### config.mk
export PLATFORM = sky130hd
export DESIGN_NAME = axis_to_gmii_ser
export DESIGN_NICKNAME = d
export VERILOG_FILES = /design/src/rtl/axis_to_gmii_ser.sv
export SDC_FILE = /design/constraint.sdc
export NUM_CORES = 1
export LEC_CHECK = 0
export CAP_MARGIN = 10
export CORE_AREA = 2 2 131 228
export CTS_CLUSTER_SIZE = 30
export DETAILED_ROUTE_END_ITERATION = 6
export DIE_AREA = 0 0 133 230
export DONT_BUFFER_PORTS = 1
export MAX_ROUTING_LAYER = met4
export SLEW_MARGIN = 20
export SYNTH_ARGS = -nofsm -noshare
export SYNTH_HDL_FRONTEND = slang
export SYNTH_SLANG_ARGS = --single-unit
export TNS_END_PERCENT = 5
### constraint.sdc
create_clock -name tx_clk_out -period 5 [get_ports tx_clk_out]
set_input_delay 1 -clock tx_clk_out [delete_from_list [all_inputs] [get_ports tx_clk_out]]
set_output_delay 1 -clock tx_clk_out [all_outputs]
set_load 0.005 [all_outputs]
### src/rtl/axis_to_gmii_ser.sv
// ---------------------------------------------------------------------------
// axis_to_gmii_ser
//   AXI-Stream to GMII byte serialiser for the 10G->1G TX bridge.
//   Beats ({tlast, tkeep, tdata}) are buffered in a DEPTH-word FIFO and sent
//   as bytes, LSB first, one per byte_ce strike. A frame starts once
//   START_THRESH words are buffered or a complete frame (tlast word) is
//   present. If the FIFO runs dry mid-frame, the frame is aborted with
//   tx_er and the rest of that frame is discarded. Every frame end or abort
//   is followed by an inter-frame gap of IFG_BYTES idle byte slots.
//
// Ports
//   tx_clk_out      in   clock, rising edge, drives all logic
//   rst_n           in   asynchronous reset, active low
//   s_axis_tvalid   in   input beat valid
//   s_axis_tready   out  FIFO not full
//   s_axis_tdata    in   beat data, byte 0 = [7:0] is sent first
//   s_axis_tkeep    in   byte enables
//   s_axis_tlast    in   last beat of frame
//   byte_ce         in   GMII byte slot strobe
//   gmii_tx_en      out  GMII enable
//   gmii_tx_er      out  GMII error (underrun abort)
//   gmii_txd        out  GMII data
//   underrun        out  one-clock pulse on abort
//   frame_cnt       out  completed (non-aborted) frames, wrapping
// ---------------------------------------------------------------------------
module axis_to_gmii_ser #(
  parameter int DATA_W       = 64,
  parameter int DEPTH        = 4,
  parameter int START_THRESH = 2,
  parameter int IFG_BYTES    = 12
) (
  input  logic                  tx_clk_out,
  input  logic                  rst_n,
  input  logic                  s_axis_tvalid,
  output logic                  s_axis_tready,
  input  logic [DATA_W-1:0]     s_axis_tdata,
  input  logic [DATA_W/8-1:0]   s_axis_tkeep,
  input  logic                  s_axis_tlast,
  input  logic                  byte_ce,
  output logic                  gmii_tx_en,
  output logic                  gmii_tx_er,
  output logic [7:0]            gmii_txd,
  output logic                  underrun,
  output logic [15:0]           frame_cnt
);

  localparam int KEEP_W = DATA_W / 8;
  localparam int AW     = (DEPTH > 1) ? $clog2(DEPTH) : 1;
  localparam int CW     = AW + 1;
  localparam int IDXW   = $clog2(KEEP_W);
  localparam int WORD_W = 1 + KEEP_W + DATA_W;
  localparam int IW     = $clog2(IFG_BYTES + 1) + 1;

  localparam logic [1:0] S_IDLE = 2'd0;
  localparam logic [1:0] S_SEND = 2'd1;
  localparam logic [1:0] S_DROP = 2'd2;
  localparam logic [1:0] S_IFG  = 2'd3;

  // ---------------------------------------------------------------- FIFO --
  logic [WORD_W-1:0] r_mem [DEPTH];
  logic [AW-1:0]     r_wr_ptr;
  logic [AW-1:0]     r_rd_ptr;
  logic [CW-1:0]     r_count;
  logic [CW-1:0]     r_last_cnt;
  logic              r_tready;

  logic              w_store;
  logic              w_pop;
  logic              w_has_head;
  logic [WORD_W-1:0] w_head;
  logic [DATA_W-1:0] w_head_data;
  logic [KEEP_W-1:0] w_head_keep;
  logic              w_head_last;
  logic [CW-1:0]     w_count_nxt;
  logic [CW-1:0]     w_last_cnt_nxt;

  // An empty non-last beat carries nothing: accept it but never store it, so
  // it costs neither FIFO space nor a byte slot.
  assign w_store = s_axis_tvalid && r_tready &&
                   ((s_axis_tkeep != '0) || s_axis_tlast);

  assign w_head      = r_mem[r_rd_ptr];
  assign w_head_data = w_head[DATA_W-1:0];
  assign w_head_keep = w_head[DATA_W +: KEEP_W];
  assign w_head_last = w_head[WORD_W-1];
  assign w_has_head  = (r_count != '0);

  assign w_count_nxt    = r_count + CW'(w_store) - CW'(w_pop);
  assign w_last_cnt_nxt = r_last_cnt + CW'(w_store && s_axis_tlast)
                                     - CW'(w_pop && w_head_last);

  // NOTE: storage array has no reset; contents are only read behind r_count,
  // so clearing it would just add reset fan-out.
  always_ff @(posedge tx_clk_out) begin
    if (w_store) r_mem[r_wr_ptr] <= {s_axis_tlast, s_axis_tkeep, s_axis_tdata};
  end

  // NOTE: sequential state uses non-blocking assignments so every register
  // samples pre-edge values regardless of block ordering.
  always_ff @(posedge tx_clk_out or negedge rst_n) begin
    if (!rst_n) begin
      r_wr_ptr   <= '0;
      r_rd_ptr   <= '0;
      r_count    <= '0;
      r_last_cnt <= '0;
      r_tready   <= 1'b0;
    end else begin
      if (w_store) r_wr_ptr <= r_wr_ptr + AW'(1);
      if (w_pop)   r_rd_ptr <= r_rd_ptr + AW'(1);
      r_count    <= w_count_nxt;
      r_last_cnt <= w_last_cnt_nxt;
      // Registered from the next count, so it reads as !full of the current
      // count and is held low throughout reset.
      r_tready   <= (w_count_nxt != CW'(DEPTH));
    end
  end

  assign s_axis_tready = r_tready;

  // ------------------------------------------------------ byte selection --
  logic [KEEP_W-1:0] r_sent;     // bytes of the head word already sent
  logic [KEEP_W-1:0] w_rem;
  logic [KEEP_W-1:0] w_onehot;
  logic [IDXW-1:0]   w_idx;
  logic [7:0]        w_byte;
  logic              w_last_byte;

  assign w_rem = w_head_keep & ~r_sent;

  // Lowest remaining enabled byte; keep=0 bytes are skipped without a slot.
  always_comb begin
    w_idx = '0;
    for (int i = KEEP_W - 1; i >= 0; i--) begin
      if (w_rem[i]) w_idx = IDXW'(i);
    end
  end

  assign w_onehot    = KEEP_W'(1) << w_idx;
  assign w_byte      = w_head_data[{w_idx, 3'b000} +: 8];
  assign w_last_byte = ((w_rem & ~w_onehot) == '0);

  // ----------------------------------------------------------------- FSM --
  logic [1:0]    r_state;
  logic          r_eof;          // final byte of the frame has been sent
  logic [IW-1:0] r_ifg_cnt;
  logic          r_tx_en;
  logic          r_tx_er;
  logic [7:0]    r_txd;
  logic          r_underrun;
  logic [15:0]   r_frame_cnt;

  logic [1:0]        w_state_nxt;
  logic              w_eof_nxt;
  logic [KEEP_W-1:0] w_sent_nxt;
  logic [IW-1:0]     w_ifg_nxt;
  logic              w_tx_en_nxt;
  logic              w_tx_er_nxt;
  logic [7:0]        w_txd_nxt;
  logic              w_underrun_nxt;
  logic [15:0]       w_frame_cnt_nxt;
  logic              w_emit;

  // NOTE: every signal driven here gets a default first, so no path leaves
  // one unassigned and no latch is inferred.
  always_comb begin
    w_state_nxt     = r_state;
    w_eof_nxt       = r_eof;
    w_sent_nxt      = r_sent;
    w_ifg_nxt       = r_ifg_cnt;
    w_tx_en_nxt     = r_tx_en;
    w_tx_er_nxt     = r_tx_er;
    w_txd_nxt       = r_txd;
    w_underrun_nxt  = 1'b0;
    w_frame_cnt_nxt = r_frame_cnt;
    w_pop           = 1'b0;
    w_emit          = 1'b0;

    case (r_state)
      S_IDLE: begin
        if (byte_ce) begin
          w_tx_en_nxt = 1'b0;
          w_tx_er_nxt = 1'b0;
          w_txd_nxt   = 8'h00;
          if (w_has_head &&
              (r_count >= CW'(START_THRESH) || r_last_cnt != '0)) begin
            if (w_rem == '0) begin
              // A payload-free tlast word with no frame around it.
              w_pop = 1'b1;
            end else begin
              w_emit      = 1'b1;
              w_state_nxt = S_SEND;
            end
          end
        end
      end

      S_SEND: begin
        if (byte_ce) begin
          w_tx_er_nxt = 1'b0;
          if (r_eof || (w_has_head && w_rem == '0)) begin
            // End slot: either the last byte already went out, or the head
            // is a keep=0 tlast word closing the frame. This slot is the
            // first of the inter-frame gap.
            w_pop           = !r_eof;
            w_eof_nxt       = 1'b0;
            w_tx_en_nxt     = 1'b0;
            w_txd_nxt       = 8'h00;
            w_frame_cnt_nxt = r_frame_cnt + 16'd1;
            w_ifg_nxt       = IW'(1);
            w_state_nxt     = (IFG_BYTES > 1) ? S_IFG : S_IDLE;
          end else if (!w_has_head) begin
            w_tx_en_nxt    = 1'b1;
            w_tx_er_nxt    = 1'b1;
            w_txd_nxt      = 8'h00;
            w_underrun_nxt = 1'b1;
            w_state_nxt    = S_DROP;
          end else begin
            w_emit = 1'b1;
          end
        end
      end

      S_DROP: begin
        if (byte_ce) begin
          w_tx_en_nxt = 1'b0;
          w_tx_er_nxt = 1'b0;
          w_txd_nxt   = 8'h00;
        end
        // Flush runs every clock so the aborted frame clears quickly.
        if (w_has_head) begin
          w_pop = 1'b1;
          if (w_head_last) begin
            w_ifg_nxt   = '0;
            w_state_nxt = S_IFG;
          end
        end
      end

      default: begin  // S_IFG
        if (byte_ce) begin
          w_tx_en_nxt = 1'b0;
          w_tx_er_nxt = 1'b0;
          w_txd_nxt   = 8'h00;
          if (r_ifg_cnt + IW'(1) >= IW'(IFG_BYTES)) begin
            w_state_nxt = S_IDLE;
          end else begin
            w_ifg_nxt = r_ifg_cnt + IW'(1);
          end
        end
      end
    endcase

    if (w_emit) begin
      w_tx_en_nxt = 1'b1;
      w_txd_nxt   = w_byte;
      w_sent_nxt  = r_sent | w_onehot;
      if (w_last_byte) begin
        w_pop     = 1'b1;
        w_eof_nxt = w_head_last;
      end
    end

    if (w_pop) w_sent_nxt = '0;
  end

  always_ff @(posedge tx_clk_out or negedge rst_n) begin
    if (!rst_n) begin
      r_state     <= S_IDLE;
      r_eof       <= 1'b0;
      r_sent      <= '0;
      r_ifg_cnt   <= '0;
      r_tx_en     <= 1'b0;
      r_tx_er     <= 1'b0;
      r_txd       <= 8'h00;
      r_underrun  <= 1'b0;
      r_frame_cnt <= 16'd0;
    end else begin
      r_state     <= w_state_nxt;
      r_eof       <= w_eof_nxt;
      r_sent      <= w_sent_nxt;
      r_ifg_cnt   <= w_ifg_nxt;
      r_tx_en     <= w_tx_en_nxt;
      r_tx_er     <= w_tx_er_nxt;
      r_txd       <= w_txd_nxt;
      r_underrun  <= w_underrun_nxt;
      r_frame_cnt <= w_frame_cnt_nxt;
    end
  end

  assign gmii_tx_en = r_tx_en;
  assign gmii_tx_er = r_tx_er;
  assign gmii_txd   = r_txd;
  assign underrun   = r_underrun;
  assign frame_cnt  = r_frame_cnt;

endmodule

==> impl_results.md, run 1 <==
- Worst path slowest cell: nor2b_1
- Clk buf depth: 3
- Count of different cell masters after synthesis: 65
- F_max: 0.251 GHz
- Detailed Place HPWL: 20000 microns
- GR Overflow Total: 0
- Worst slew pin tran: 1.09 ns
- Clock power frac: 25.2%
- Layout Nets: 883
- Vias in the first global route: 7511
- Comb pwr share: 35.4%
- Routed Antenna Nets: 0
- Synth warnings: 0
- CP cell instances: mux4_2 -> nor2b_1 -> o21bai_2 -> or2_0 -> o2bb2ai_1 -> a31oi_1 -> buf_4 -> nor2_1 -> ha_1 -> inv_1 -> ha_1 -> inv_1 -> fa_1 -> xnor2_1 -> xnor2_1
- PortBufs: 0
- Die area: 0.0306 sq mm
- CTS clock-pin slew for the worst setup and hold paths: 0.07 ns
- Crit path depth: 15
- RSZ-0062 raised after global routing: false
- CP max FO: 11
- Slew Limit Fails: 0
- Post-route cell area: 0.0157 sq mm
- P_sw: 3.43 mW
- Row cnt: 82
- CORE AREA: 0.0286 sq mm
- DP Cell Count: 1132
- Post-Syn Nets: 865
- Setup Skew: 0.0161 ns
- Setup bufs post-CTS: 0
- Worst Path Arrival: 4.46 ns
- PD cells: 651 mW/mm^2
- Syn Area/Cell: 18.4 sq um
- Io pins: 105
- Clk sink count: 346
- Worst hold margin: 0.114 ns
- Worst path top cell family by delay: simple AND/OR/NAND/NOR gates
- WP data required: 5.49 ns
- WP buf/inv: 3
- Worst setup SP type: flop
- Clock root cell: clkbuf_16
- Fin cells: 1190
- Seq/Total Area, Yosys: 71.5%
- Gpl congestion: 0.909
- Ant diodes: 0
- Synthesized instance count: 769
- Via count: 7026
- FF-to-FF End: r_last_cnt[2]
- Share of cells above drive strength 1: 20.1%
- WL per Instance: 25.2 microns
- Status: complete, no violations
- Register-to-register setup slack: 1.02 ns
- CTS HTree Levels: 1
- HP Class: input port to async pin
- Rel. slew slack: 27.6%
- Crit-path max cell delay: 0.59 ns
- Async SR Flop Fraction: 15.6%
- Maxcap violations: 0
- Worst R2R Start: r_rd_ptr[0]
- Post-cts sizing count: 0
- Crit Path Category: flop to flop
- CP Launch Point: r_rd_ptr[0]
- CTS tree: yes
- Post-synth design cell area: 0.0142 sq mm
- Initial DRC Count: 464
- FF+latch count, synth: 346
- Area leader, netlist: edfxtp_1
- Clk Latency, worst-skew pair: 0.58 ns
- DRC Markers: 0
- Critical Path Sink Type: flop
- Worst vdd ir: 0.000405 V
- Internal Power: 6.80 mW
- Die Span Y: 230 microns
- 1st-pass router iterations: 5
- Synth-to-Final Area Change: 11.0%
- Overall power: 10.2 mW
- Total track usage: 20.6%
- Global-route wire length before repair: 45400 microns
- Total CTS buffers: 31
- Dpl cell area: 0.0146 sq mm
- Cts hold-fix bufs: 0
- Largest net degree at the start of global routing: 66
- Hold violation total from the final report: 0
- Post-synth EDFFs: 292
- CP Capture Point: r_last_cnt[2]
- DR vias/cell: 5.90
- Finish-stage setup viols: 0
- Prevailing post-synth register cell: edfxtp_1
- Register share of total power: 39.4%
- Top cells by area in the synthesized netlist: edfxtp_1 62%, mux4_2 11%, dfrtp_1 9.5%, mux2i_1 2.0%, ha_1 1.5%
- FF-to-FF path depth: 15
- Tmin final: 3.98 ns
- Fin Setup TNS: 0 ns
- Initial antenna violation count: 0
- Switching Share: 33.5%
- Fin crit share: 79.6%
- Initial core utilization: 49.5%
- Share of the synthesized area in the top cell type: 61.9%
- Chip width: 133 microns
- P_leak: 5.45 nW
- Drt total wl: 30000 microns
## how the worst min path moves through the flow
| stage | startpoint | endpoint | cells past startpoint |
|---|---|---|---|
| after floorplan | r_last_cnt[2] | r_last_cnt[2] | 1 |
| after global placement | r_last_cnt[2] | r_last_cnt[2] | 1 |
| after detailed placement | r_last_cnt[2] | r_last_cnt[2] | 1 |
| after CTS | rst_n | frame_cnt[5] | 0 |
| after global routing | rst_n | frame_cnt[4] | 0 |
| final | rst_n | r_rd_ptr[0] | 0 |
## kinds of logic after synthesis
group	count (synthesis)	share of synthesized area [%]
compound gates	89	4.84
fa+ha+maj	19	1.78
buf+inv	54	1.79
mux	106	13.8
simple gates	134	4.99
xor+xnor	21	1.30
flops	346	71.5
## Yosys cell counts (4+ instances only)
cell type,count
o21ai_0,6
or3_1,5
o2bb2ai_1,4
mux2i_1,28
ha_1,17
buf_6,4
nand2_1,28
dfrtp_1,54
nor3b_1,6
and2_1,9
clkbuf_1,9
nor3_1,4
a211oi_1,7
xor2_1,4
edfxtp_1,292
o211ai_1,6
nand3_1,20
buf_1,4
mux2_2,7
xnor2_1,17
a2111oi_0,5
inv_1,24
buf_2,11
a211o_1,5
a21oi_1,15
nor2b_1,14
mux4_2,71
a31oi_1,7
nor2_1,26
## worst reg2reg max path: cells and delay by family (launching register included)
family          cells  cell delay [ns]
xor+xnor            2             0.31
flops               1             0.55
buf+inv             3             0.31
compound gates      3             0.63
mux                 1             0.35
simple gates        3             0.95
fa+ha+maj           3             0.78
## final cells by class
cell class	instances	area (sq um)
Fill cell	2184	12900
Multi-Input combinational cell	369	3800
Timing Repair Buffer	15	113
Clock buffer	37	818
Sequential cell	346	10100
Inverter	24	90.1
Clock inverter	21	299
Tap cell	378	473
## layout by cell type, fill, tap and decap left out, types with 6 or more instances in the layout
cell,count
nor2b_1,14
nand3_1,20
a21oi_1,15
a31oi_1,7
nand2_1,28
ha_1,17
mux4_2,71
bufinv_16,7
dfrtp_1,52
clkbuf_16,31
nor3b_1,6
a211oi_1,7
inv_1,24
o211ai_1,6
nor2_1,26
edfxtp_1,292
xnor2_1,17
mux2i_1,28
o21ai_0,6
mux2_2,7
buf_4,15
## flip-flops by register name, indices dropped and copies added, names as in the netlist, 3 cells and up
register,cells
r_mem,292
r_last_cnt,3
r_sent,8
r_count,3
frame_cnt,16
gmii_txd,8
r_ifg_cnt,5
## power groups by stage
| stage | logic (mW) | registers [mW] | clock network, mW |
|---|---|---|---|
| floorplan | 2.75 | 3.99 | 0 |
| global placement | 3.62 | 4.05 | 0 |
| detailed placement | 3.70 | 4.09 | 0 |
| CTS | 3.71 | 4.03 | 2.63 |
| global route | 3.94 | 4.09 | 2.73 |
| finish | 3.63 | 4.03 | 2.58 |
## metal layers
layer | GRT usage, % | part of all wire (%) | vias up
met2 | 37.3 | 56 | 203
met1 | 22.4 | 35 | 3655
met5 | - | 0 | -
met3 | 4.01 | 5.8 | 61
met4 | 7.36 | 3.4 | 0
li1 | - | - | 3107
## through the flow
stage | util (%) | setup WS [ns]
5_1_grt | 54.9 | 0.764
3_3_place_gp | 51.0 | 1.13
3_5_place_dp | 51.0 | 1.05
6_report | 54.9 | 1.02
2_1_floorplan | - | 1.35
4_1_cts | 54.9 | 1.01
No activity file was read; power rests on OpenSTA's default activity.
==> run 2: changes to the inputs <==
==> constraint.sdc (replaced) <==
create_clock -name tx_clk_out -period 4.2 [get_ports tx_clk_out]
set_input_delay 0.84 -clock tx_clk_out [delete_from_list [all_inputs] [get_ports tx_clk_out]]
set_output_delay 0.84 -clock tx_clk_out [all_outputs]
set_load 0.005 [all_outputs]
==> impl_results.md, run 2 (same netlist as run 1, synthesis figures left out) <==
- Maxcap violations: 0 (unchanged)
- Register-to-register setup slack: 0.26 ns (was 1.02 ns)
- Slew Limit Fails: 0 (unchanged)
- Most frequent cells in the layout: 292 x edfxtp_1, 71 x mux4_2, 52 x dfrtp_1, 31 x clkbuf_16 (unchanged)
- Crit path depth: 14 (was 15)
- WP buf/inv: 2 (was 3)
- Largest net degree at the start of global routing: 55 (was 66)
- Worst setup SP type: flop (unchanged)
- Clk sink count: 346 (unchanged)
- Setup Skew: 0.00850 ns (was 0.0161 ns)
- Clock root cell: clkbuf_16 (unchanged)
- Crit-path max cell delay: 0.58 ns (was 0.59 ns)
- Synth-to-Final Area Change: 11.3% (was 11.0%)
- CP Capture Point: r_last_cnt[2] (unchanged)
- Worst R2R Start: r_rd_ptr[0] (unchanged)
- Critical Path Sink Type: flop (unchanged)
- Row cnt: 82 (unchanged)
- GR Overflow Total: 0 (unchanged)
- Die area: 0.0306 sq mm (unchanged)
- RSZ-0062 raised after global routing: false (unchanged)
- Share of cells above drive strength 1: 19.6% (was 20.1%)
- Max FFs per register: 292 (unchanged)
- Chip width: 133 microns (unchanged)
- Worst Path Arrival: 4.42 ns (was 4.46 ns)
- Final-layout fill cell count: 2223 (was 2184)
- FF-to-FF path depth: 14 (was 15)
- DP Cell Count: 1135 (was 1132)
- PortBufs: 0 (unchanged)
- 1st-pass router iterations: 5 (unchanged)
- Total CTS buffers: 31 (unchanged)
- Total track usage: 20.6% (about the same)
- Worst vdd ir: 0.000377 V (was 0.000405 V)
- Crit Path Category: flop to flop (unchanged)
- Fin cells: 1193 (was 1190)
- DRC Markers: 0 (unchanged)
- Global-route wire length before repair: 45900 microns (was 45400 microns)
- Io pins: 105 (unchanged)
- Finish-stage setup viols: 0 (unchanged)
- Largest Register: r_mem (unchanged)
- DR vias/cell: 5.89 (was 5.90)
- Routed Antenna Nets: 0 (unchanged)
- F_max: 0.254 GHz (was 0.251 GHz)
- Fin Setup TNS: 0 ns (unchanged)
- Layout Nets: 888 (was 883)
- PD cells: 770 mW/mm^2 (was 651 mW/mm^2)
- Post-cts sizing count: 0 (unchanged)
- FF-to-FF End: r_last_cnt[2] (unchanged)
- Initial core utilization: 49.5% (unchanged)
- HP Class: input port to async pin (unchanged)
- Initial antenna violation count: 0 (unchanged)
- CORE AREA: 0.0286 sq mm (unchanged)
- Drt total wl: 30000 microns (about the same)
- CTS tree: yes (unchanged)
- Commonest non-fill, non-tap cell in the layout: edfxtp_1 (unchanged)
- Hold violation total from the final report: 0 (unchanged)
- Initial DRC Count: 464 (unchanged)
- WL per Instance: 25.1 microns (was 25.2 microns)
- Worst path top cell family by delay: simple AND/OR/NAND/NOR gates (unchanged)
- CTS clock-pin slew for the worst setup and hold paths: 0.07 ns (about the same)
- Clk buf depth: 3 (unchanged)
- Worst slew pin tran: 1.02 ns (was 1.09 ns)
- Die Span Y: 230 microns (unchanged)
- CP Launch Point: r_rd_ptr[0] (unchanged)
- CP cell instances: mux4_2 -> a22o_1 -> or3_1 -> nor2_1 -> o2bb2ai_1 -> a31oi_1 -> nor2_1 -> ha_1 -> inv_1 -> ha_1 -> inv_1 -> fa_1 -> xnor2_1 -> xnor2_1 (was mux4_2 -> nor2b_1 -> o21bai_2 -> or2_0 -> o2bb2ai_1 -> a31oi_1 -> buf_4 -> nor2_1 -> ha_1 -> inv_1 -> ha_1 -> inv_1 -> fa_1 -> xnor2_1 -> xnor2_1)
- Rel. slew slack: 31.5% (was 27.6%)
- Via count: 7031 (was 7026)
- Detailed Place HPWL: 20100 microns (was 20000 microns)
- Worst path slowest cell: dfrtp_4 (was nor2b_1)
- CTS HTree Levels: 1 (unchanged)
- Status: complete, no violations (unchanged)
- Area of the multi-input gates: 0.00380 sq mm (unchanged)
- Fin crit share: 93.9% (was 79.6%)
- P_leak: 5.45 nW (about the same)
- Ant diodes: 0 (unchanged)
- Register area: 0.0101 sq mm (unchanged)
- WP data required: 4.68 ns (was 5.49 ns)
- Tmin final: 3.94 ns (was 3.98 ns)
- CP max FO: 13 (was 11)
- Vias in the first global route: 7680 (was 7511)
- Clk Latency, worst-skew pair: 0.56 ns (was 0.58 ns)
- Gpl congestion: 0.884 (was 0.909)
-- run 2: how the worst min path moves through the flow --
stage	start	to
5_1_grt	rst_n	frame_cnt[12]
3_3_place_gp	r_last_cnt[2]	r_last_cnt[2]
2_1_floorplan	r_last_cnt[2]	r_last_cnt[2]
3_5_place_dp	r_last_cnt[2]	r_last_cnt[2]
6_report	rst_n	frame_cnt[12]
4_1_cts	rst_n	r_rd_ptr[0]
-- run 2: area by class of cell --
type                            instances  share of cell area [%]
Clock buffer                           38                    5.09
Clock inverter                         18                    1.58
Inverter                               24                   0.572
Multi-Input combinational cell        369                    24.1
Sequential cell                       346                    64.3
Tap cell                              378                    3.00
Timing Repair Buffer                   20                    1.40
-- run 2: per-layer routing --
layer / global-route usage, % / part of all wire, % / routed length [microns]
met4: 6.65 / 2.9 / 874
met5: - / 0 / 0
met2: 38.2 / 56 / 16800
met3: 4.61 / 6.1 / 1830
met1: 21.6 / 35 / 10400
-- run 2: where the power goes --
| group | switching (mW) | internal, mW | total (mW) |
|---|---|---|---|
| registers | 0.324 | 4.48 | 4.81 |
| clock network | 1.20 | 1.72 | 2.92 |
| logic | 2.54 | 1.86 | 4.40 |
| total | 4.07 | 8.06 | 12.1 |
-- run 2: timing repair --
action                                 CTS  global route
buffers inserted                         0             1
endpoints found under the hold margin   54             0
hold buffers                             1             0
setup endpoints to repair                0             1
-- run 2: worst reg2reg max path, delay by kind of cell, from the launching register on --
kind	cells	cell delay (ns)
compound gates	3	0.67
flops	1	0.58
mux	1	0.58
simple gates	3	0.83
buf+inv	2	0.10
fa+ha+maj	3	0.75
xor+xnor	2	0.33
-- run 2: through the flow --
stage	instance area [sq um]	hold WS, ns	util, %	setup slack [ns]	total power, mW
after floorplan	14200	0.446	-	0.558	8.02
after global placement	14700	0.467	51.3	0.288	9.19
after detailed placement	14700	0.484	51.3	0.203	9.35
after CTS	15800	0.126	55.0	0.184	12.3
after global routing	15800	0.138	55.1	0.0314	12.8
final	15800	0.142	55.1	0.257	12.1
==> run 3: changes to the inputs <==
--- a/config.mk
+++ b/config.mk
@@ -7,7 +7,6 @@
 export LEC_CHECK = 0
 export CAP_MARGIN = 10
 export CORE_AREA = 2 2 131 228
-export CTS_CLUSTER_SIZE = 30
 export DETAILED_ROUTE_END_ITERATION = 6
 export DIE_AREA = 0 0 133 230
 export DONT_BUFFER_PORTS = 1
==> results of run 3 <==
Final layout, timing and power as in run 2 (identical DEF).
